$ cat src/rtl/multicycle_main_control.sv
// Main control FSM for the multicycle RV32I datapath: sequences fetch/decode/execute/memory/writeback.
// Optional JAL state is compiled in with `define JAL_SUPPORT_EN.
module multicycle_main_control #(
    parameter int unsigned INSTRET_W = 32
) (
    input  logic                 clk,
    input  logic                 reset,
    input  logic [6:0]           opcode,
    input  logic                 mem_ready,
    output logic                 PCWrite,
    output logic                 PCWriteCond,
    output logic                 IorD,
    output logic                 MemRead,
    output logic                 MemWrite,
    output logic                 IRWrite,
    output logic                 RegWrite,
    output logic                 ALUSrcA,
    output logic [1:0]           MemtoReg,
    output logic [1:0]           ALUSrcB,
    output logic                 PCSrc,
    output logic [1:0]           ALUOp,
    output logic                 illegal_op,
    output logic [3:0]           state_out,
    output logic [INSTRET_W-1:0] instret
);

    typedef enum logic [3:0] {
        FETCH    = 4'd0,
        DECODE   = 4'd1,
        MEMADR   = 4'd2,
        MEMREAD  = 4'd3,
        MEMWB    = 4'd4,
        MEMWRITE = 4'd5,
        EXECUTE  = 4'd6,
        ALUWB    = 4'd7,
        BRANCH   = 4'd8
`ifdef JAL_SUPPORT_EN
        ,JAL     = 4'd9
`endif
    } state_t;

    localparam logic [6:0] OP_LW  = 7'b0000011;
    localparam logic [6:0] OP_SW  = 7'b0100011;
    localparam logic [6:0] OP_R   = 7'b0110011;
    localparam logic [6:0] OP_BEQ = 7'b1100011;
`ifdef JAL_SUPPORT_EN
    localparam logic [6:0] OP_JAL = 7'b1101111;
`endif

    state_t state;
    logic   op_legal;

    always_comb begin
        case (opcode)
            OP_LW, OP_SW, OP_R, OP_BEQ: op_legal = 1'b1;
`ifdef JAL_SUPPORT_EN
            OP_JAL:                     op_legal = 1'b1;
`endif
            default:                    op_legal = 1'b0;
        endcase
    end

    always_ff @(posedge clk) begin
        if (reset) begin
            state   <= FETCH;
            instret <= '0;
        end else begin
            case (state)
                FETCH:    if (mem_ready) state <= DECODE;
                DECODE: begin
                    case (opcode)
                        OP_LW, OP_SW: state <= MEMADR;
                        OP_R:         state <= EXECUTE;
                        OP_BEQ:       state <= BRANCH;
`ifdef JAL_SUPPORT_EN
                        OP_JAL:       state <= JAL;
`endif
                        default:      state <= FETCH;
                    endcase
                end
                MEMADR:   state <= (opcode == OP_LW) ? MEMREAD : MEMWRITE;
                MEMREAD:  if (mem_ready) state <= MEMWB;
                MEMWRITE: begin
                    if (mem_ready) begin
                        state   <= FETCH;
                        instret <= instret + INSTRET_W'(1);
                    end
                end
                EXECUTE:  state <= ALUWB;
                MEMWB, ALUWB, BRANCH
`ifdef JAL_SUPPORT_EN
                , JAL
`endif
                : begin
                    state   <= FETCH;
                    instret <= instret + INSTRET_W'(1);
                end
                default:  state <= FETCH;
            endcase
        end
    end

    // Moore decode; only FETCH's IRWrite/PCWrite depend on mem_ready, and reset blanks everything.
    always_comb begin
        PCWrite     = 1'b0;
        PCWriteCond = 1'b0;
        IorD        = 1'b0;
        MemRead     = 1'b0;
        MemWrite    = 1'b0;
        IRWrite     = 1'b0;
        RegWrite    = 1'b0;
        ALUSrcA     = 1'b0;
        MemtoReg    = 2'b00;
        ALUSrcB     = 2'b00;
        PCSrc       = 1'b0;
        ALUOp       = 2'b00;
        illegal_op  = 1'b0;
        if (!reset) begin
            case (state)
                FETCH: begin
                    MemRead = 1'b1;
                    ALUSrcB = 2'b01;
                    IRWrite = mem_ready;
                    PCWrite = mem_ready;
                end
                DECODE: begin
                    ALUSrcB    = 2'b10;
                    illegal_op = ~op_legal;
                end
                MEMADR: begin
                    ALUSrcA = 1'b1;
                    ALUSrcB = 2'b10;
                end
                MEMREAD: begin
                    MemRead = 1'b1;
                    IorD    = 1'b1;
                end
                MEMWB: begin
                    RegWrite = 1'b1;
                    MemtoReg = 2'b01;
                end
                MEMWRITE: begin
                    IorD     = 1'b1;
                    MemWrite = 1'b1;
                end
                EXECUTE: begin
                    ALUSrcA = 1'b1;
                    ALUOp   = 2'b10;
                end
                ALUWB:    RegWrite = 1'b1;
                BRANCH: begin
                    ALUSrcA     = 1'b1;
                    ALUOp       = 2'b01;
                    PCWriteCond = 1'b1;
                    PCSrc       = 1'b1;
                end
`ifdef JAL_SUPPORT_EN
                JAL: begin
                    PCWrite  = 1'b1;
                    PCSrc    = 1'b1;
                    RegWrite = 1'b1;
                    MemtoReg = 2'b10;
                end
`endif
                default: ;
            endcase
        end
    end

    assign state_out = state;

endmodule

$ cat config.mk
export PLATFORM = sky130hd
export DESIGN_NAME = multicycle_main_control
export DESIGN_NICKNAME = d
export VERILOG_FILES = /design/src/rtl/multicycle_main_control.sv
export SDC_FILE = /design/constraint.sdc
export NUM_CORES = 1
export LEC_CHECK = 0
export CAP_MARGIN = 20
export CORE_MARGIN = 2
export CORE_UTILIZATION = 43
export DETAILED_ROUTE_END_ITERATION = 6
export PLACE_DENSITY_LB_ADDON = 0.1
export SLEW_MARGIN = 30
export SYNTH_ARGS = -nofsm -noshare
export SYNTH_HDL_FRONTEND = slang
export SYNTH_SLANG_ARGS = --single-unit
export TNS_END_PERCENT = 1
$ cat constraint.sdc
create_clock -name clk -period 1.98 [get_ports clk]
set_clock_uncertainty 0.05 [all_clocks]
set_input_delay 0.198 -clock clk [delete_from_list [all_inputs] [get_ports clk]]
set_output_delay 0.198 -clock clk [all_outputs]
set_load 0.005 [all_outputs]
## Word level (Yosys, flattened, before mapping)

Index checks and enable logic that the tools add are counted.

- $add $sub $neg: 1
- Eq/ne operators: 15
- Mux-type cells: 31
- Bitwise gates (word level): 1
- Reductions and logical operators: 12

Operator list:

| kind | number |
|---|---|
| 32-bit case mux with 2 select lines | 1 |
| 32-bit by 1-bit adder with 32-bit output, second input constant | 1 |
| 32-bit 2-to-1 mux | 1 |
| 4-bit case mux with 6 select lines | 1 |
| 1-bit 2-to-1 mux | 19 |
| 4-bit by 3-bit equality test with 1-bit output, second input constant | 4 |
| 7-bit by 6-bit equality test with 1-bit output, second input constant | 2 |
| 4-bit 2-to-1 mux | 3 |
| 4-bit case mux with 3 select lines | 1 |
| 2-bit OR reduction | 5 |
| 4-bit by 2-bit equality test with 1-bit output, second input constant | 2 |
| 2-bit case mux with 2 select lines | 2 |
| 7-bit by 2-bit equality test with 1-bit output, second input constant | 1 |
| 7-bit equality test, second input constant | 1 |
| 2-bit != test, second input constant | 3 |
| 3-bit OR reduction | 2 |
| 4-bit by 1-bit equality test with 1-bit output, second input constant | 1 |
| 4-bit equality test, second input constant | 1 |
| 4-bit logical NOT | 1 |
| 2-bit 2-to-1 mux | 2 |
| 4-bit OR reduction | 1 |
| 3-bit 2-to-1 mux | 1 |
| 3-bit AND reduction | 1 |
| 2-bit AND reduction | 1 |
| other kinds (2) | 2 |

- Flip-flop bits (word level): 36
- Bits of input ports: 10
- Output and inout port bits: 52
- Word-level logic and storage cells: 62

## Depth between registers and ports, before layout

- Word-level depth: 6
- Mapped depth: 6
- Depth with buffers taken out: 5

## Worst setup path after synthesis

OpenSTA, ideal clock, no wires.

- Path kind: flip-flop to flip-flop
- From: register instret[2]
- To: register instret[31]
- Setup time: 123 ps
- Arrival: 1786 ps
- Required time: 1807 ps
- Path slack: 20 ps
- Cell stages (with the launch flop): 6
- Buffers on the path: 1
- Period minus slack after synthesis: 1960 ps
- Cells stage by stage: dfxtp_1 -> nand3_2 -> or4_4 -> buf_6 -> nor4b_2 -> mux2_1

- Cells in the longest elaborated chain, start to end: 3

RTL lines:

| item | RTL line | RTL |
|---|---|---|
| from (decl) | 24 | `output logic [INSTRET_W-1:0] instret` |
| from (signal assigned) | 86 | `instret <= instret + INSTRET_W'(1);` |
| from (signal assigned) | 96 | `instret <= instret + INSTRET_W'(1);` |
| 32-bit by 1-bit adder with 32-bit output * | 86, 96 |  |
| 32-bit 2-to-1 mux | 84 | `if (mem_ready) begin` |
| 32-bit case mux with 2 select lines * | 68 | `case (state)` |

Every way passes the cells marked *; elsewhere a longest branch is shown, timed or not. The select of a mux whose other input is x is not followed.
A chain may end at the register's enable or synchronous reset.

## Worst setup path after layout

- From: register state[2], in the netlist state_out[2]
- To: output port IRWrite

- Cells in the longest elaborated chain, start to end: 3

RTL lines:

| item | RTL line | RTL |
|---|---|---|
| from (decl) | 50 | `state_t state;` |
| from (signal assigned) | 81 | `MEMADR: state <= (opcode == OP_LW) ? MEMREAD : MEMWRITE;` |
| 4-bit logical NOT | 119 | `case (state)` |
| 1-bit 2-to-1 mux | 119 |  |
| 1-bit 2-to-1 mux | 118 | `if (!reset) begin` |
| to (decl) | 15 | `output logic IRWrite,` |

No other way between the ends.

==> impl_metrics.yaml <==
global_route:
  grt_util_all_layers_pct: 21.6
  grt_start_max_net_pins: 37
  grt_pass1_wl_um: 9400
  grt_util_met2_pct: 35.9
  grt_overflow: 0
  grt_pass1_vias: 2071
  antenna_found_initial: 0
  grt.busiest_layer: "met2"
  use_met3_pct: 4.74
  grtUsageMet1_pct: 28.6
clock_tree:
  cts_made_buffers: 5
  cts_sinks: 36
  insertion_delay_ns: 0.29
  htreeDepth: 2
  path_clk_slew_ns: 0.07
  ctsRootBufferMaster: "clkbuf_8"
  tritoncts: "done"
  clk_path_buf_depth: 2
  cts-hold-fix-buffers: 0
finish:
  syn_to_final_growth_pct: 54.6
  n_antenna_cell: 0
  layout.cells.most_common: "clkdlybuf4s50_1"
  layout-drive-gt1-share_pct: 22.1
  design_area_um2: 3260
  mostFrequentLayoutCells: "clkdlybuf4s50_1 (52), buf_4 (43), dfxtp_1 (32)"
  finalNetCount: 358
  fin_cells: 415
drt:
  dr.pass1.iters: 7
  drc: 0
  drt_iter0_drc: 153
  ant_nets: 0
  via_per_inst: 5.66
  routed_wirelength_um: 5830
  vias: 2349
  wl_per_cell_um: 14.0
synthesis:
  yosys_warnings: 0
  synth_cell_types: 48
  synthArstFlopShare_pct: 0
  synth_cells: 256
  yosysSeqAreaShare_pct: 34.2
  synth_nets: 267
  synth_top_family_by_area: "simple AND/OR/NAND/NOR gates"
  synth_ff_type: "dfxtp_1"
  ys_seq_elements: 36
  synth_xor_area_share_pct: 0.830
  synth_compound_area_share_pct: 19.3
  syn_area_per_cell_um2: 8.24
  synthSimpleGateAreaFrac_pct: 35.6
  synthAdderAreaFrac_pct: 0.593
  syn_area_um2: 2110
  synth.area.mux_share_pct: 3.68
  synth_edf_count: 0
timing:
  fin_ws_ns: -0.0736
  slew_viol_final: 0
  period_share_pct: 104
  max_freq_mhz: 487
  period_needed_ns: 2.05
  finalHoldViolCount: 0
  finalSetupViolations: 4
  rsz0062_at_grt: "yes"
placed_design:
  post-place-ws_ns: -0.155
  io_buffers: 60
  dp_hpwl_um: 4110
  dp.cells: 407
  dpl_cell_area_um2: 3070
  place_congestion: 0.858
floorplanning:
  start_util_pct: 44.7
  core-area_um2: 4720
  die_h_um: 74.0
  ios: 62
  die_w_um: 74.0
  dieArea_um2: 5480
  rows: 25
setup_path:
  cp_max_fo: 5
  r2r_slack_ns: 0.04
  crit_type: "reg2out"
  endpoint_kind: "primary output"
  arrival_ns: 1.81
  cp.required_ns: 1.73
  cp-start-kind: "flip-flop"
outcome:
  status: "finished with violations"
  violations: "negative setup slack"
power_and_ir_drop:
  p_leak_nw: 1.18
  power-per-cell-area_nw_per_um2: 475
  peakVddDrop_mv: 0.434
min_path:
  min_path_type: "in2reg"
flow_run:
  drv_cap: 0
-- through the flow --
stage | setup TNS [ns] | hold WS, ns | utilization, % | power, W
3_3_place_gp | -1.03 | 0.428 | 65.0 | 0.000847
2_1_floorplan | 0 | 0.292 | - | 0.000789
3_5_place_dp | -1.56 | 0.446 | 65.0 | 0.000848
6_report | -0.207 | 0.256 | 69.1 | 0.00155
4_1_cts | -0.461 | 0.458 | 67.9 | 0.00155
5_1_grt | -0.623 | 0.263 | 69.1 | 0.00160
-- final timing paths --
path | to | cells past startpoint | startpoint
max | IRWrite | 4 | state_out[2]
min | state_out[1] | 3 | reset
max reg2reg | instret[29] | 4 | instret[6]
min reg2reg | instret[30] | 2 | instret[30]
-- cell families after synthesis --
| group | count (synthesis) |
|---|---|
| flip-flops | 36 |
| buffers and inverters | 26 |
| adder cells (fa/ha/maj) | 1 |
| XOR/XNOR | 2 |
| other | 1 |
| AND/OR/NAND/NOR | 120 |
| AO/OA/AOI/OAI | 63 |
| multiplexers | 7 |
-- cell type report --
cell class,instances,area [µm²]
clock buffer,7,96.3
multi-input combinational,194,1330
tap,67,83.8
clock inverter,1,30.0
sequential,36,728
fill,399,1460
timing repair buffer,106,983
inverter,4,15.0
-- power breakdown --
group | internal, W | leakage, nW | switching (W)
Clock | 0.000444 | 0.0645 | 0.000268
Sequential | 0.000724 | 0.292 | 0.00000237
Combinational | 0.0000595 | 0.826 | 0.0000504
Total | 0.00123 | 1.18 | 0.000320
-- cells in the mapped netlist (2+ instances only) --
cell type	n	share of area, %
o31ai_1	23	8.2
clkbuf_1	14	2.5
dfxtp_1	36	34
buf_4	3	1.1
o21ai_0	4	0.95
nor4_2	2	1.2
and2_1	2	0.59
nor4_1	5	1.5
nor2b_1	4	1.2
mux2_1	3	1.6
a21oi_1	28	6.6
nor3_1	12	2.8
and3_1	4	1.2
nand2_1	14	2.5
nand3_1	7	1.7
nand2b_1	6	1.8
mux2_2	3	1.6
and4_1	4	1.7
buf_2	3	0.71
or4_1	23	8.2
inv_1	4	0.71
nand4_1	10	3.0
or3_1	7	2.1
nor2_1	11	2.0
-- metal layers --
metal / vias to the layer above / share of wire [%]
met5: - / 0
met1: 1117 / 48
li1: 1179 / -
met2: 46 / 48
met3: 7 / 3.7
met4: 0 / 0.91
-- critical path: stages, from the launching register on --
cell             delay, ns
dfxtp_2               0.34
or3_4                 0.41
nor3_4                0.13
and2_4                0.16
clkdlybuf4s50_1       0.49
-- flip-flops by register name, summed over array words and instances, names as in the netlist --
name       flops
instret       32
state_out      4
-- timing repair --
action	CTS	global route
buffers inserted	0	0
pin swaps	1	2
gates cloned	0	0
endpoints found under the hold margin	0	0
gates resized for setup	9	16
endpoints found under the setup margin	13	19
Power figures use the tool's default switching activity.
